**src/rtl/frogger_lane_engine.sv**
```systemverilog
// frogger_lane_engine: tick prescaler, scrolling obstacle lanes, frog collision and game-state FSM.
module frogger_lane_engine #(
  parameter int NUM_LANES = 8,
  parameter int GRID_W = 20,
  parameter int X_W = 5,
  parameter int FIRST_ROW = 1,
  parameter int GOAL_ROW = 0,
  parameter int TICK_DIV = 2500000,
  parameter int LIVES = 3,
  parameter int HIT_TICKS = 8,
  parameter int MAX_LEVEL = 99,
  parameter logic [NUM_LANES*X_W-1:0] LANE_INIT = '0
) (
  input  logic                     i_Clk,
  input  logic                     i_Rst_L,
  input  logic                     i_Game_Start,
  input  logic [X_W-1:0]           i_Frog_X,
  input  logic [3:0]               i_Frog_Y,
  input  logic [NUM_LANES-1:0]     i_Lane_Dir,
  input  logic [NUM_LANES*4-1:0]   i_Lane_Period,
  output logic [NUM_LANES*X_W-1:0] o_Lane_X,
  output logic                     o_Tick,
  output logic                     o_Collided,
  output logic                     o_Frog_Reset,
  output logic [2:0]               o_Lives,
  output logic [6:0]               o_Level,
  output logic [2:0]               o_State
);
  typedef enum logic [2:0] {IDLE = 3'd0, PLAY = 3'd1, HIT = 3'd2, WIN = 3'd3, OVER = 3'd4} state_t;
  localparam int PW = TICK_DIV > 1 ? $clog2(TICK_DIV) : 1;
  localparam int HW = $clog2(HIT_TICKS + 1);
  state_t state, state_nxt;
  logic [PW-1:0] presc;
  logic [HW-1:0] hit_cnt;
  logic [X_W-1:0] lane_x [NUM_LANES];
  logic [3:0] lane_cnt [NUM_LANES];
  logic coll, goal, enter_play, hit_done;
  logic [6:0] level_nxt;
  logic [2:0] lives_nxt;
  // Step period shrinks by one tick every four levels, never below one tick.
  function automatic logic [3:0] eff(input logic [3:0] p, input logic [6:0] lv);
    logic [4:0] q;
    q = {1'b0, p == 4'd0 ? 4'd1 : p};
    return q > lv[6:2] ? 4'(q - lv[6:2]) : 4'd1;
  endfunction
  for (genvar g = 0; g < NUM_LANES; g++) begin : g_out
    assign o_Lane_X[g*X_W +: X_W] = lane_x[g];
  end
  assign o_State = state;
  always_comb begin
    coll = 1'b0;
    for (int l = 0; l < NUM_LANES; l++)
      coll = coll | (lane_x[l] == i_Frog_X && 32'(i_Frog_Y) == 32'(FIRST_ROW + l));
    goal = i_Frog_Y == 4'(GOAL_ROW);
    hit_done = o_Tick && hit_cnt == HW'(HIT_TICKS - 1);
    state_nxt = state;
    level_nxt = o_Level;
    lives_nxt = o_Lives;
    case (state)
      IDLE, OVER: if (i_Game_Start) begin
        state_nxt = PLAY;
        level_nxt = 7'd0;
        lives_nxt = 3'(LIVES);
      end
      PLAY: if (coll) begin
        state_nxt = HIT;
        lives_nxt = o_Lives == 3'd0 ? 3'd0 : o_Lives - 3'd1;
      end else if (goal) state_nxt = WIN;
      HIT: if (hit_done) state_nxt = o_Lives == 3'd0 ? OVER : PLAY;
      WIN: begin
        state_nxt = PLAY;
        level_nxt = o_Level >= 7'(MAX_LEVEL) ? 7'(MAX_LEVEL) : o_Level + 7'd1;
      end
      default: state_nxt = IDLE;
    endcase
    enter_play = state_nxt == PLAY && state != PLAY;
  end
  always_ff @(posedge i_Clk) begin
    if (!i_Rst_L) begin
      state <= IDLE;
      o_Lives <= '0;
      o_Level <= '0;
      presc <= '0;
      hit_cnt <= '0;
      o_Tick <= 1'b0;
      o_Collided <= 1'b0;
      o_Frog_Reset <= 1'b0;
      for (int l = 0; l < NUM_LANES; l++) begin
        lane_x[l] <= LANE_INIT[l*X_W +: X_W];
        lane_cnt[l] <= 4'd0;
      end
    end else begin
      presc <= presc == PW'(TICK_DIV - 1) ? '0 : presc + 1'b1;
      o_Tick <= presc == PW'(TICK_DIV - 1);
      state <= state_nxt;
      o_Lives <= lives_nxt;
      o_Level <= level_nxt;
      o_Collided <= state == PLAY && coll;
      o_Frog_Reset <= enter_play;
      hit_cnt <= state != HIT ? '0 : o_Tick ? hit_cnt + 1'b1 : hit_cnt;
      for (int l = 0; l < NUM_LANES; l++) begin
        if (enter_play) begin
          lane_cnt[l] <= eff(i_Lane_Period[l*4 +: 4], level_nxt);
          if (state == IDLE || state == OVER) lane_x[l] <= LANE_INIT[l*X_W +: X_W];
        end else if (state == PLAY && o_Tick) begin
          if (lane_cnt[l] <= 4'd1) begin
            lane_cnt[l] <= eff(i_Lane_Period[l*4 +: 4], o_Level);
            lane_x[l] <= i_Lane_Dir[l]
              ? (lane_x[l] == X_W'(GRID_W - 1) ? '0 : lane_x[l] + 1'b1)
              : (lane_x[l] == '0 ? X_W'(GRID_W - 1) : lane_x[l] - 1'b1);
          end else lane_cnt[l] <= lane_cnt[l] - 4'd1;
        end
      end
    end
  end
endmodule

```
**config.mk**
```make
export PLATFORM = sky130hd
export DESIGN_NAME = frogger_lane_engine
export DESIGN_NICKNAME = d
export VERILOG_FILES = /design/src/rtl/frogger_lane_engine.sv
export SDC_FILE = /design/constraint.sdc
export NUM_CORES = 1
export LEC_CHECK = 0
export CAP_MARGIN = 20
export CELL_PAD_IN_SITES_DETAIL_PLACEMENT = 1
export CELL_PAD_IN_SITES_GLOBAL_PLACEMENT = 1
export CORE_MARGIN = 3
export CORE_UTILIZATION = 48
export DETAILED_ROUTE_END_ITERATION = 6
export PLACE_DENSITY_LB_ADDON = 0.1
export SLEW_MARGIN = 20
export SYNTH_ARGS = -nofsm -noshare
export SYNTH_HDL_FRONTEND = slang
export SYNTH_SLANG_ARGS = --single-unit
```
**constraint.sdc**
```tcl
create_clock -name i_Clk -period 11.3 [get_ports i_Clk]
set_input_delay 1.695 -clock i_Clk [delete_from_list [all_inputs] [get_ports i_Clk]]
set_output_delay 1.695 -clock i_Clk [all_outputs]
set_load 0.01 [all_outputs]
```
# After elaboration in Yosys (flattened, before gate mapping)

Memory sizes are Yosys's and may differ from the RTL's.
Index checks and enable logic that the tools add are counted.

Memories: 2
Bits of input ports: 52
Logic and storage cells: 391
Bits in registers: 42
Bits in writable memories: 72

Multiplexer cells: 189
Equality and inequality tests: 35
Magnitude comparators: 25
Reductions and logical operators: 39
Add/subtract/negate cells: 44
Bitwise logic cells: 48

Memories:

| name     | depth | width | rd ports | clocked after Yosys merged registers in | write ports | RTL line | source |
|---|---|---|---|---|---|---|---|
| lane_x   | 8     | 5     | 8        | 0                                       | 8           | 35       | `logic [X_W-1:0] lane_x [NUM_LANES];` |
| lane_cnt | 8     | 4     | 8        | 0                                       | 8           | 36       | `logic [3:0] lane_cnt [NUM_LANES];` |

Operators with widths:

| cell                                                            | number |
|---|---|
| 2-to-1 mux 5 bit                                                | 40 |
| 2-to-1 mux 4 bit                                                | 48 |
| 2-to-1 mux 1 bit                                                | 88 |
| > comparator 4 x 5 -> 1 bit                                     | 16 |
| subtractor 4 bit                                                | 16 |
| OR 1 bit                                                        | 47 |
| adder 5 x 1 -> 5 bit (second input constant)                    | 8 |
| equality test 5 bit                                             | 8 |
| equality test 5 bit (second input constant)                     | 8 |
| logical NOT 5 bit                                               | 8 |
| subtractor 5 x 1 -> 5 bit (second input constant)               | 8 |
| logical NOT 4 bit                                               | 9 |
| less-or-equal comparator 4 x 1 -> 1 bit (second input constant) | 8 |
| subtractor 4 x 1 -> 4 bit (second input constant)               | 8 |
| 2-to-1 mux 3 bit                                                | 8 |
| adder 22 x 1 -> 22 bit (second input constant)                  | 1 |
| equality test 22 bit (second input constant)                    | 1 |
| equality test 4 x 3 -> 1 bit (second input constant)            | 5 |
| 2-to-1 mux 7 bit                                                | 2 |
| one-hot mux 7 bit (2 select lines)                              | 1 |
| logical AND 1 bit                                               | 12 |
| one-hot mux 3 bit (4 select lines)                              | 1 |
| equality test 4 x 2 -> 1 bit (second input constant)            | 2 |
| adder 7 x 1 -> 7 bit (second input constant)                    | 1 |
| 19 further kinds                                                | 26 |

# Longest topological paths before layout

Depth in word-level cells: 19
Mapped depth: 13

# Least setup slack after synthesis

OpenSTA, ideal clock, no wires.

Path type: input -> register
Start: input i_Game_Start
End: memory lane_cnt[3][1] (netlist: lane_cnt[0][13]) (data pin)
Setup slack: 5.869 ns
Required time: 11.046 ns
Setup time: 0.254 ns
Path buffers: 1
Stages: 11
Arrival: 5.177 ns
Path through: or3b_4 > buf_2 > nand2_1 > a2bb2oi_1 > ha_1 > nor2b_1 > o21ai_0 > a21boi_0 > o211a_1 > a32o_1 > o21a_1

RTL lines:

| what               | RTL line | source |
|---|---|---|
| start: declaration | 16       | `input logic i_Game_Start,` |
| end: declaration   | 36       |  |

==> flow_summary.yaml <==
sta:
  whs_ns: 0.463
  finalSetupViolCount: 0
  skew_ns: 0.00961
  fmax_ghz: 0.212
  setup_ws_ns: 6.58
  min_period_ns: 4.72
  slew_viol_final: 0
  worst_pin_slew_ns: 0.835
  max-slew-margin-rel_pct: 44.3
  hold_violations: 0
  tns_ns: 0
  finalCritPeriodShare_pct: 41.8
  rsz0062_at_grt: "no"
job:
  max-cap-violations: 0
setup_path:
  reg2regPathDepth: 12
  crit_end: "lane_cnt[0][13]"
  rrSetupSlack_ns: 7.57
  regToRegEndpoint: "lane_cnt[0][13]"
  cp.arrival_ns: 4.89
  cp-end-kind: "flip-flop"
  worstPathRequired_ns: 11.47
  crit_type: "in2reg"
  cp_max_fo: 17
  r2r-start: "o_Level[2]"
  startpoint: "i_Game_Start"
  startpoint_type: "primary input"
global_route:
  antenna_found_initial: 0
  grt_pass1_wl_mm: 50.2
  grt_pass1_vias: 9642
  overflow: 0
  grt_max_degree: 27
  track_usage_pct: 26.1
detailed_routing:
  ant_nets: 0
  route.vias.total: 9402
  drc: 0
  firstDrtPassIters: 4
  vias_per_cell: 5.99
  wl_mm: 30.5
  wl_per_cell_um: 19.4
  drt_iter0_markers: 352
worst_hold_path:
  hold_class: "reg2reg"
clocking:
  ctsLongestPathBuffers: 2
  numCtsBuffers: 17
  clk_pin_slew_ns: 0.06
  tritoncts: "done"
  worstSkewPairLatency_ns: 0.42
  cts_max_level: 4
  postCtsHoldBufs: 0
  clock_sinks: 114
  clockRootBuffer: "clkbuf_16"
  cts_setup_buffers: 0
  post_cts_resized: 0
yosys:
  ys_ff_latch: 114
  synth_fp_nets: 1404
  syn-cell-area_um2: 10400
  syn_inst: 1235
  synth_area_leader_cell: "edfxtp_1"
  avgSynthCellArea_um2: 8.40
  synth_top_area_share_pct: 20.8
  yosysWarnings: 0
  yosys_most_used_dff: "edfxtp_1"
  yosysSeqAreaShare_pct: 28.9
  async_flop_share_pct: 0
  synth_edf_count: 72
  yosys-top-cells-area: "edfxtp_1, ha_1, dfxtp_1"
  netlist-cell-type-count: 70
finish:
  drive_gt1_share_pct: 4.56
  n_antenna_cell: 0
  layout.nets: 1451
  area_growth_pct: 16.9
  stdcell_area_um2: 12100
  final_cells: 1570
power_and_ir_drop:
  power.leakage_nw: 4.46
  power_density_nw_per_um2: 109
  ir_worst_vdd_v: 0.0000993
placed_design:
  hpwlAfterDp_mm: 22.3
  io_buffers: 107
  dpl_worst_slack_ns: 6.18
  place_congestion: 0.834
  dpl.cell_count: 1537
  place_area_um2: 11500
die:
  io_pins: 108
  die_x_um: 153
  die_y_um: 153
  std_cell_rows: 53
  core_um2: 21200
  initial_core_util_pct: 49.1
  die-area_um2: 23400
run_status:
  status: "completed"
[flip-flops by register name, indices dropped and copies added (netlist names)]
| name | count |
|---|---|
| lane_cnt | 32 |
| o_Level | 7 |
| hit_cnt | 4 |
| o_Lives | 3 |
| o_Tick | 1 |
| o_Frog_Reset | 1 |
| o_State | 3 |
| presc | 22 |
| lane_x | 40 |
| o_Collided | 1 |
[cells in the mapped netlist (42+ instances only)]
cell	count
nor3_1	49
nor2_1	136
o21ai_0	65
clkbuf_1	69
inv_1	85
edfxtp_1	72
a21oi_1	66
nand2_1	93
xor2_1	44
xnor2_1	67
ha_1	101
dfxtp_1	42
[worst max-delay path, cell delays in order]
cell and delay, ns:
clkdlybuf4s50_1 0.50, or3b_4 0.49, nand2_1 0.18, a2bb2oi_2 0.14, buf_4 0.32, ha_1 0.30
nor2b_1 0.14, o21ai_0 0.23, a21boi_0 0.18, o211a_1 0.27, a32o_1 0.27, o21a_1 0.16
[per-layer routing]
metal  share of wire [%]  vias to the layer above  global-route usage [%]  wire [um]
met2                  50                      192                    45.8      15300
met1                  44                     4619                    33.9      13500
met3                 3.9                       32                    3.40       1200
met5                   0                        -                       0          0
met4                 1.4                        0                    6.58        416
li1                    -                     4559                       -          -
[final cells by class]
class                   count  area [um2]
clock buffers              21         503
clock inverters            11         110
fillers                  2502        9020
inverters                  86         328
multi-input cells         948        6700
flip-flops and latches    114        3000
well taps                 275         344
repair buffers            115        1140
[how the worst min path moves through the flow]
stage               slack [ns]  depth (start not counted)      from        to
detailed placement        0.45                          1  presc[0]  presc[0]
global route              0.49                          1  presc[0]  presc[0]
floorplan                 0.42                          1  presc[0]  presc[0]
global placement          0.43                          1  presc[0]  presc[0]
finish                    0.46                          1  presc[0]  presc[0]
CTS                       0.46                          1  presc[0]  presc[0]
[where the power goes]
part	internal (W)	switching (W)
Combinational	0.000119	0.000146
Sequential	0.000467	0.0000362
Clock	0.000344	0.000212
[through the flow]
step           total power (W)  util, %
3_3_place_gp          0.000763     54.4
4_1_cts                0.00133     57.3
2_1_floorplan         0.000682        -
6_report               0.00132     57.3
3_5_place_dp          0.000773     54.4
5_1_grt                0.00139     57.3
[logic make-up after synthesis]
logic type      synth area share, %
simple gates                   21.3
flops                          28.9
mux                           0.675
xor+xnor                       9.37
fa+ha+maj                      15.3
compound gates                 17.9
buf+inv                        6.56
[cells in the final DEF (no fill, tap or decap), types with 7 or more instances in the layout]
cell	synthesis	routed
inv_1	85	85
a311oi_1	8	8
nor2b_1	23	23
a221o_1	7	7
buf_4	1	7
clkdlybuf4s50_1	0	107
edfxtp_1	72	72
a211oi_1	7	7
a21oi_1	66	66
dfxtp_1	42	42
ha_1	101	101
nand4_1	37	37
nand3_1	28	28
or3_1	10	10
o21ai_0	65	65
a21boi_0	10	10
clkbuf_16	0	19
a221oi_1	14	14
fa_1	16	16
xor2_1	44	44
nor3_1	49	49
o21a_1	16	16
xnor2_1	67	67
nor4_1	13	13
nor2_1	136	136
and3_1	12	12
a31oi_1	12	12
nor4b_1	12	12
a41oi_1	9	9
mux2i_1	7	7
nand2_1	93	93
Power figures use the tool's default switching activity.
